`src/rtl/patch_arbiter_if.sv`:
```
`default_nettype none
// ============================================================================
//  Module   : patch_arbiter_if
//  Purpose  : Bundles the request, acknowledge and output-stream signals of
//             the patch arbiter. The slave modport is the arbiter side; the
//             master modport is the requester / datapath side.
//  Revision : 1.0  initial release
// ============================================================================
interface patch_arbiter_if #(
  parameter int FP_SIZE = 32,
  parameter int N_PATCH = 600000,
  parameter int N_REQ   = 4
);
  localparam int c_pw = $clog2(N_PATCH);
  localparam int c_sw = (N_REQ > 1) ? $clog2(N_REQ) : 1;

  logic [N_REQ-1:0]         req;
  logic [N_REQ*c_pw-1:0]    req_patch;
  logic [N_REQ*FP_SIZE-1:0] req_x;
  logic [N_REQ-1:0]         ack;
  logic                     out_valid;
  logic                     out_ready;
  logic [c_pw-1:0]          patch_num;
  logic [FP_SIZE-1:0]       x;
  logic [c_sw-1:0]          out_src;
  logic [31:0]              xfer_cnt;
  logic [15:0]              err_cnt;
  logic                     err;

  modport slave (
    input  req, req_patch, req_x, out_ready,
    output ack, out_valid, patch_num, x, out_src, xfer_cnt, err_cnt, err
  );

  modport master (
    output req, req_patch, req_x, out_ready,
    input  ack, out_valid, patch_num, x, out_src, xfer_cnt, err_cnt, err
  );
endinterface
`default_nettype wire

```
`src/rtl/patch_arbiter.sv`:
```
`default_nettype none
// ============================================================================
//  Module   : patch_arbiter
//  Purpose  : Round-robin arbiter feeding a single-slot output register.
//             Requests with an out-of-range patch number are acknowledged
//             and dropped, and counted in a saturating error counter.
//  Revision : 1.0  initial release
// ============================================================================
module patch_arbiter #(
  parameter int DELAY   = 1,
  parameter int FP_SIZE = 32,
  parameter int N_PATCH = 600000,
  parameter int N_REQ   = 4
) (
  input  wire logic        CLK,
  input  wire logic        RESET,
  patch_arbiter_if.slave   bus
);
  localparam int c_pw = $clog2(N_PATCH);
  localparam int c_sw = (N_REQ > 1) ? $clog2(N_REQ) : 1;

  // DELAY is kept so existing instantiations elaborate unchanged; state
  // updates themselves are zero-delay. Out-of-range setups stop elaboration.
  if (N_REQ < 2 || N_REQ > 8 || DELAY < 0) begin : g_param_check
    $error("patch_arbiter: N_REQ must be 2..8 and DELAY non-negative");
  end

  logic [c_sw-1:0]    r_ptr;
  logic               r_out_valid;
  logic [c_pw-1:0]    r_patch_num;
  logic [FP_SIZE-1:0] r_x;
  logic [c_sw-1:0]    r_out_src;
  logic [31:0]        r_xfer_cnt;
  logic [15:0]        r_err_cnt;
  logic               r_err;

  logic               w_open;
  logic               w_found;
  logic [c_sw-1:0]    w_cand;
  logic [c_sw-1:0]    w_gidx;
  logic               w_grant;
  logic [c_pw-1:0]    w_sel_patch;
  logic [FP_SIZE-1:0] w_sel_x;
  logic               w_in_range;
  logic               w_xfer;
  logic [N_REQ-1:0]   w_ack;

  // Slot can take new data when empty or being drained this cycle.
  assign w_open  = !r_out_valid || bus.out_ready;
  assign w_xfer  = r_out_valid && bus.out_ready;
  assign w_grant = w_open && w_found && !RESET;

  // Round-robin search starting just after the last granted requester.
  always_comb begin
    w_found = 1'b0;
    w_gidx  = '0;
    w_cand  = '0;
    for (int k = 1; k <= N_REQ; k++) begin
      w_cand = c_sw'((int'(r_ptr) + k) % N_REQ);
      if (!w_found && bus.req[w_cand]) begin
        w_found = 1'b1;
        w_gidx  = w_cand;
      end
    end
  end

  assign w_sel_patch = bus.req_patch[int'(w_gidx)*c_pw +: c_pw];
  assign w_sel_x     = bus.req_x[int'(w_gidx)*FP_SIZE +: FP_SIZE];
  assign w_in_range  = 32'(w_sel_patch) < 32'(N_PATCH);

  // One-hot acknowledge for the winning requester in the grant cycle.
  always_comb begin
    w_ack = '0;
    if (w_grant) w_ack[w_gidx] = 1'b1;
  end

  // Output slot and round-robin pointer.
  always_ff @(posedge CLK or posedge RESET) begin
    if (RESET) begin
      r_ptr       <= c_sw'(N_REQ - 1);
      r_out_valid <= 1'b0;
      r_patch_num <= '0;
      r_x         <= '0;
      r_out_src   <= '0;
    end else begin
      if (w_grant) r_ptr <= w_gidx;
      if (w_grant && w_in_range) begin
        r_out_valid <= 1'b1;
        r_patch_num <= w_sel_patch;
        r_x         <= w_sel_x;
        r_out_src   <= w_gidx;
      end else if (w_xfer) begin
        r_out_valid <= 1'b0;
      end
    end
  end

  // Transfer counter (wrapping) and drop counter (saturating) with sticky flag.
  always_ff @(posedge CLK or posedge RESET) begin
    if (RESET) begin
      r_xfer_cnt <= '0;
      r_err_cnt  <= '0;
      r_err      <= 1'b0;
    end else begin
      if (w_xfer) r_xfer_cnt <= r_xfer_cnt + 32'd1;
      if (w_grant && !w_in_range) begin
        r_err <= 1'b1;
        if (r_err_cnt != 16'hFFFF) r_err_cnt <= r_err_cnt + 16'd1;
      end
    end
  end

  assign bus.ack       = w_ack;
  assign bus.out_valid = r_out_valid;
  assign bus.patch_num = r_patch_num;
  assign bus.x         = r_x;
  assign bus.out_src   = r_out_src;
  assign bus.xfer_cnt  = r_xfer_cnt;
  assign bus.err_cnt   = r_err_cnt;
  assign bus.err       = r_err;
endmodule
`default_nettype wire
```
`src/flat_wrapper.sv`:
```
// flat-port wrapper written by rule: the top's interface ports become plain ports
module patch_arbiter_flat 
#(
  parameter int DELAY   = 1,
  parameter int FP_SIZE = 32,
  parameter int N_PATCH = 600000,
  parameter int N_REQ   = 4
)
  (CLK, RESET, bus_req, bus_req_patch, bus_req_x, bus_out_ready, bus_ack, bus_out_valid, bus_patch_num, bus_x, bus_out_src, bus_xfer_cnt, bus_err_cnt, bus_err);
  patch_arbiter_if #(.FP_SIZE(FP_SIZE), .N_PATCH(N_PATCH), .N_REQ(N_REQ)) bus_i ();
  input  wire logic CLK;
  input  wire logic RESET;
  input wire logic [$bits(bus_i.req)-1:0] bus_req;
  input wire logic [$bits(bus_i.req_patch)-1:0] bus_req_patch;
  input wire logic [$bits(bus_i.req_x)-1:0] bus_req_x;
  input wire logic [$bits(bus_i.out_ready)-1:0] bus_out_ready;
  output wire logic [$bits(bus_i.ack)-1:0] bus_ack;
  output wire logic [$bits(bus_i.out_valid)-1:0] bus_out_valid;
  output wire logic [$bits(bus_i.patch_num)-1:0] bus_patch_num;
  output wire logic [$bits(bus_i.x)-1:0] bus_x;
  output wire logic [$bits(bus_i.out_src)-1:0] bus_out_src;
  output wire logic [$bits(bus_i.xfer_cnt)-1:0] bus_xfer_cnt;
  output wire logic [$bits(bus_i.err_cnt)-1:0] bus_err_cnt;
  output wire logic [$bits(bus_i.err)-1:0] bus_err;
  assign bus_i.req = bus_req;
  assign bus_i.req_patch = bus_req_patch;
  assign bus_i.req_x = bus_req_x;
  assign bus_i.out_ready = bus_out_ready;
  assign bus_ack = bus_i.ack;
  assign bus_out_valid = bus_i.out_valid;
  assign bus_patch_num = bus_i.patch_num;
  assign bus_x = bus_i.x;
  assign bus_out_src = bus_i.out_src;
  assign bus_xfer_cnt = bus_i.xfer_cnt;
  assign bus_err_cnt = bus_i.err_cnt;
  assign bus_err = bus_i.err;
  patch_arbiter #(.DELAY(DELAY), .FP_SIZE(FP_SIZE), .N_PATCH(N_PATCH), .N_REQ(N_REQ)) u_core (.CLK(CLK), .RESET(RESET), .bus(bus_i));
endmodule
```
`config.mk`:
```
export PLATFORM = sky130hd
export DESIGN_NAME = patch_arbiter_flat
export DESIGN_NICKNAME = d
export VERILOG_FILES = /design/src/rtl/patch_arbiter_if.sv /design/src/rtl/patch_arbiter.sv /design/src/flat_wrapper.sv
export SDC_FILE = /design/constraint.sdc
export NUM_CORES = 1
export LEC_CHECK = 0
export ABC_CLOCK_PERIOD_IN_PS = 3840
export CAP_MARGIN = 10
export CORE_ASPECT_RATIO = 1.25
export CORE_UTILIZATION = 28
export CTS_BUF_LIST = sky130_fd_sc_hd__clkbuf_2 sky130_fd_sc_hd__clkbuf_4 sky130_fd_sc_hd__clkbuf_8
export DETAILED_ROUTE_END_ITERATION = 10
export HOLD_SLACK_MARGIN = 0.06
export PLACE_DENSITY_LB_ADDON = 0.1
export SLEW_MARGIN = 0
export SYNTH_ARGS = -nofsm -noshare
export SYNTH_HDL_FRONTEND = slang
export SYNTH_SLANG_ARGS = --single-unit
export TNS_END_PERCENT = 1
```
`constraint.sdc`:
```
create_clock -name CLK -period 3.84 [get_ports CLK]
set_input_delay 0.384 -clock CLK [delete_from_list [all_inputs] [get_ports CLK]]
set_output_delay 0.384 -clock CLK [all_outputs]
set_load 0.1 [all_outputs]
```
==> results of run 1 <==
==> flip-flops by register name, summed over array words and instances, names as in the netlist <==
name                  cells
u_core.bus.err            1
u_core.bus.err_cnt       16
u_core.bus.out_src        2
u_core.bus.out_valid      1
u_core.bus.patch_num     20
u_core.bus.x             32
u_core.bus.xfer_cnt      32
u_core.r_ptr              2
==> metal layers <==
layer / part of all wire (%) / up-vias / track usage [%]
met1: 40 / 2800 / 21.4
li1: - / 3070 / -
met3: 5.8 / 26 / 4.06
met2: 52 / 179 / 33.6
met5: 0 / - / 0
met4: 2.5 / 0 / 7.43
==> Yosys cell counts, types with 7 or more instances <==
cell,n
nand3_1,55
clkbuf_1,20
o21ai_0,70
nor4_1,7
xor2_1,16
and3_1,9
nand4_1,8
mux2i_1,35
dfrtp_1,104
o21ai_1,11
xnor2_1,28
inv_1,8
nor3_1,7
buf_2,7
nor2_1,17
buf_6,8
nand2_1,256
mux2_4,10
==> cells by family after synthesis <==
kind of cell	count (synthesis)	share of synthesized area [%]
AO/OA/AOI/OAI	103	9.66
XOR/XNOR	44	6.28
adder cells (fa/ha/maj)	2	0.408
buffers and inverters	51	4.57
flip-flops	106	43.3
multiplexers	53	9.62
AND/OR/NAND/NOR	377	26.2
==> worst max-delay path: cells and delay by family (launching register included) <==
| kind | cells | cell delay, ns |
|---|---|---|
| compound gates | 3 | 1.04 |
| buf+inv | 1 | 0.23 |
| flops | 1 | 0.62 |
| mux | 2 | 0.67 |
| simple gates | 4 | 0.64 |
==> power groups by stage <==
stage | registers [W] | logic [W] | clock network, W
3_3_place_gp | 0.00178 | 0.00559 | 0
5_1_grt | 0.00182 | 0.00586 | 0.000763
3_5_place_dp | 0.00178 | 0.00560 | 0
6_report | 0.00176 | 0.00555 | 0.000687
4_1_cts | 0.00177 | 0.00561 | 0.000727
2_1_floorplan | 0.00426 | 0.00164 | 0
==> through the flow <==
stage	instances	utilization, %	worst slack (ns)	total power (W)
2_1_floorplan	736	-	-0.119	0.00590
3_3_place_gp	1308	44.8	0.298	0.00737
3_5_place_dp	1308	44.8	0.206	0.00738
4_1_cts	1324	45.7	0.526	0.00810
5_1_grt	1324	45.7	0.316	0.00844
6_report	1324	45.7	0.529	0.00799
==> cell type report <==
cell class                 instances  area (µm²)  area share [%]
clock buffer                      13         173            1.75
clock inverter                     3        21.3           0.216
inverter                           8        32.5           0.330
multi-input combinational        579        3230            32.8
sequential                       106        2660            26.9
tap                              279         349            3.54
timing repair buffer             336        3390            34.4
==> worst paths after layout <==
path / to / startpoint / slack [ns]
setup / recovery: u_core.bus.out_src[1]$_DFFE_PP0P_ / u_core.r_ptr[1]$_DFFE_PP1P_ / 0.53
hold / removal: u_core.bus.xfer_cnt[31]$_DFFE_PP0P_ / u_core.bus.xfer_cnt[31]$_DFFE_PP0P_ / 0.47
setup reg to reg: u_core.bus.out_src[1]$_DFFE_PP0P_ / u_core.r_ptr[1]$_DFFE_PP1P_ / 0.53
hold reg to reg: u_core.bus.xfer_cnt[31]$_DFFE_PP0P_ / u_core.bus.xfer_cnt[31]$_DFFE_PP0P_ / 0.47
max in group asynchronous: u_core.bus.xfer_cnt[23]$_DFFE_PP0P_ / RESET / 2.41
min in group asynchronous: u_core.bus.patch_num[8]$_DFFE_PP0P_ / RESET / 0.53
==> flow_summary.ini, run 1 <==
[run_status]
outcome = completed

[cells_and_area]
final_common_cell = clkdlybuf4s50_1
drive_gt1_share_pct = 5.45
layout.nets = 1257
fill_cells = 2174
area_delta_synth_final_pct = 60.5
layout.cells.most_common_list = 318 x clkdlybuf4s50_1, 256 x nand2_1, 104 x dfrtp_1
antennaDiodeCount = 0
fin_area_mm2 = 0.00985

[power]
cellLeakagePower_nw = 4.32
power.density_mw_per_mm2 = 812
clkPwrFrac_pct = 8.6
p_seq_share_pct = 22.0
peakVddDrop_v = 0.000684
p_comb_share_pct = 69.4
p_switching_w = 0.00468
p_int_w = 0.00331
switching_share_pct = 58.5

[routing]
wire_per_inst_um = 15.7
drt_wl_total_um = 20800
drt-initial-drc-count = 251
dr.pass1.iters = 4
avgViaCountPerCell = 4.59
route.detailed.drc = 0
antenna_left = 0
dr_total_vias = 6075

[timing]
timing.hold.ws_ns = 0.473
max_freq_mhz = 302
slew_viol_final = 0
min_period_ns = 3.31
rsz0062_at_grt = no
slew_headroom_pct = 27.7
fin_tns_setup_ns = 0
finalHoldViolCount = 0
worstMarginPinSlew_ns = 1.08
finalCritPeriodShare_pct = 86.2
setup_viol = 0
fin_skew_ns = 0.0146

[logic_synthesis]
synth_area_leader_cell = dfrtp_1
synth_cells = 736
netlist.area_leader.share_pct = 42.4
ys_seq_elements = 106
netlist-cell-type-count = 45
synth-edff-count = 0
yosys_warnings = 0
syn_nets = 953
synthTopCellsByArea = dfrtp_1 42%, nand2_1 16%, mux2i_1 5.7%
ys.flop_type = dfrtp_1
avgSynthCellArea_um2 = 8.34
ys_seq_area_share_pct = 43.3
synth_area_mm2 = 0.00614
synthArstFlopShare_pct = 100

[placement]
gp_congestion = 0.811
postPlaceCellArea_mm2 = 0.00966
dp_hpwl_um = 16000
io_buffer_count = 322

[worst_setup_path]
crit_chain = nand2_1 -> a21oi_1 -> o221a_4 -> mux2i_1 -> nand2_1 -> nand4bb_1 -> o21ai_4 -> or2_4 -> buf_4 -> mux2_1
start_kind = flop
critPathKind = reg2reg
critPathMaxFanout = 20
worst_path_max_delay_cell = dfstp_2
critPathMaxStageDelay_ns = 0.62
reg2regPathDepth = 10
critPathArrivalTime_ns = 3.57
cp.required_ns = 4.10
cp_common_cell = nand2_1
end_kind = flop

[global_route]
grt_max_degree = 81
grt_util_all_layers_pct = 18.7
grt_pass1_vias = 5936
grt_remaining_overflow = 0
grt_pass1_wl_um = 32600
antenna_found_initial = 0

[die]
start_util_pct = 28.5
fp.dieH_um = 168
core_mm2 = 0.0215
ioPinCount = 323
die_w_um = 134
rows = 60
dieArea_mm2 = 0.0225

[cts]
ctsResizeCount = 0
cts_num_sinks = 106
clockBufferDepth = 2
numCtsBuffers = 9
cts_tree = yes
postCtsSetupBuffers = 0
htreeDepth = 3
root_buffer = clkbuf_8
clk_pin_slew_ns = 0.10
insertion_delay_ns = 0.38
hold_buffers = 0

[min_path]
min_path_type = reg2reg
holdPathStages = 1

[run]
maxCapViolCount = 0
Power figures use the tool's default switching activity.
==> run 2, diff against run 1 <==
GPL_TIMING_DRIVEN = 0   (was unset)
==> run 2 against run 1 <==
Clock power up 7.7%. Critical endpoint is now bus_ack[3]. Clock skew up 0.0025 ns. Critical path type is now reg2out. Non-clock buffer count up 29. Power up 2.1%. Die area unchanged. Register-to-register slack worse by 0.12 ns.
==> flow_summary.ini, run 2 (same netlist as run 1, synthesis figures left out) <==
[global_route]
grt_pass1_vias = 6264
use_met2_pct = 35.2
grt_util_all_layers_pct = 20.0
grt_pass1_wl_um = 34700
grtUsageMet1_pct = 24.1
antenna_found_initial = 1
grt_max_degree = 64
globalRouteMet3Util_pct = 4.63
grt_remaining_overflow = 0
top_usage_layer = met2

[placement]
postPlaceCellArea_mm2 = 0.00975
placed_cells = 1338
dp_hpwl_um = 17600
io_buffer_count = 322
gp_congestion = 0.799

[timing]
finalCritPeriodShare_pct = 95.1
finalHoldViolCount = 0
slew_headroom_pct = 29.7
setup_viol = 0
worstMarginPinSlew_ns = 1.05
timing.hold.ws_ns = 0.458
slew_viol_final = 0
max_freq_mhz = 274
fin_skew_ns = 0.0170
rsz0062_at_grt = yes
min_period_ns = 3.65

[die]
fp.dieH_um = 168
die_w_um = 134
ioPinCount = 323
start_util_pct = 28.5
rows = 60
core_mm2 = 0.0215
dieArea_mm2 = 0.0225

[worst_setup_path]
critPathMaxStageDelay_ns = 0.54
startpoint = u_core.r_ptr[1]$_DFFE_PP1P_
worst_path_max_delay_cell = dfstp_2
start_kind = flop
critPathMaxFanout = 10
crit_chain = buf_6 -> mux2i_1 -> o221a_1 -> buf_4 -> buf_6 -> buf_2 -> buf_2 -> buf_2 -> nor2_1 -> clkdlybuf4s15_2
end_kind = output pin
rrSetupSlack_ns = 0.41
critPathArrivalTime_ns = 3.27
cp.required_ns = 3.46
critPathKind = reg2out
cp_common_cell = buf_2
rr_startpoint = u_core.r_ptr[1]$_DFFE_PP1P_

[power]
clkPwrFrac_pct = 9.1
power.density_mw_per_mm2 = 821
switching_share_pct = 58.8
p_int_w = 0.00336
cellLeakagePower_nw = 4.35
p_switching_w = 0.00480
p_comb_share_pct = 69.6
peakVddDrop_v = 0.000665
p_seq_share_pct = 21.3
p_total_w = 0.00816

[run_status]
outcome = completed

[cts]
postCtsSetupBuffers = 0
htreeDepth = 3
insertion_delay_ns = 0.38
ctsResizeCount = 12
clockBufferDepth = 2
hold_buffers = 0
root_buffer = clkbuf_8
clk_pin_slew_ns = 0.12
numCtsBuffers = 9
cts_tree = yes
cts_num_sinks = 106

[routing]
avgViaCountPerCell = 4.60
drt-initial-drc-count = 201
dr_total_vias = 6228
antenna_left = 0
dr.pass1.iters = 4
drt_wl_total_um = 22400
route.detailed.drc = 0
wire_per_inst_um = 16.5

[run]
maxCapViolCount = 0

[min_path]
min_path_type = in2async

[cells_and_area]
layout.nets = 1286
final_cells = 1354
area_delta_synth_final_pct = 62.0
fin_area_mm2 = 0.00995
final_common_cell = clkdlybuf4s50_1
post-route-util_pct = 46.2
layout.cells.most_common_list = 318 x clkdlybuf4s50_1, 256 x nand2_1, 104 x dfrtp_1
drive_gt1_share_pct = 5.59
## run 2: changes by cell type in the layout (fill, tap and decap cells not counted), sizes merged, moves of 2 or more
| cell | before | now |
|---|---|---|
| buf | 18 | 25 |
| clkinvlp | 1 | 3 |
| clkdlybuf4s15 | 0 | 2 |
| clkbuf | 13 | 30 |
## run 2: cell type report
type	count	area, µm²
diodes	1	2.50
plain buffers	42	249
clock buffers	11	139
clock inverters	5	63.8
fillers	2160	11600
inverters	8	32.5
multi-input cells	579	3210
flip-flops and latches	106	2660
well taps	279	349
repair buffers	323	3250
## run 2: stage by stage
step | setup slack [ns] | setup TNS, ns
finish | 0.189 | 0
global route | -0.0265 | -0.0265
CTS | 0.0435 | 0
detailed placement | -0.708 | -1.87
global placement | -1.27 | -133.69
floorplan | -0.119 | -0.119
## run 2: worst paths after layout
kind / endpoint / depth (start not counted)
hold / removal: u_core.bus.xfer_cnt[1]$_DFFE_PP0P_ / 2
max in group asynchronous: u_core.bus.x[27]$_DFFE_PP0P_ / 3
setup reg to reg: u_core.bus.patch_num[10]$_DFFE_PP0P_ / 13
hold reg to reg: u_core.bus.x[23]$_DFFE_PP0P_ / 2
setup / recovery: bus_ack[3] / 10
min in group CLK: u_core.bus.x[23]$_DFFE_PP0P_ / 2
## run 2: critical path, delay by kind of cell (launching register included)
| family | cells | cell delay, ns |
|---|---|---|
| flops | 1 | 0.54 |
| simple gates | 1 | 0.08 |
| buf+inv | 7 | 1.80 |
| mux | 1 | 0.24 |
| compound gates | 1 | 0.24 |
## run 2: power by group through the flow
| stage | clock, W | combinational, W | sequential [W] |
|---|---|---|---|
| floorplan | 0 | 0.00164 | 0.00426 |
| global placement | 0 | 0.00573 | 0.00175 |
| detailed placement | 0 | 0.00574 | 0.00176 |
| CTS | 0.000774 | 0.00574 | 0.00175 |
| global route | 0.000813 | 0.00600 | 0.00180 |
| finish | 0.000740 | 0.00568 | 0.00174 |
## run 2: routing by layer
metal | up-vias | wire, µm
met5 | - | 0
met4 | 0 | 323
met3 | 18 | 1310
met2 | 186 | 11300
met1 | 2900 | 9460
li1 | 3124 | -
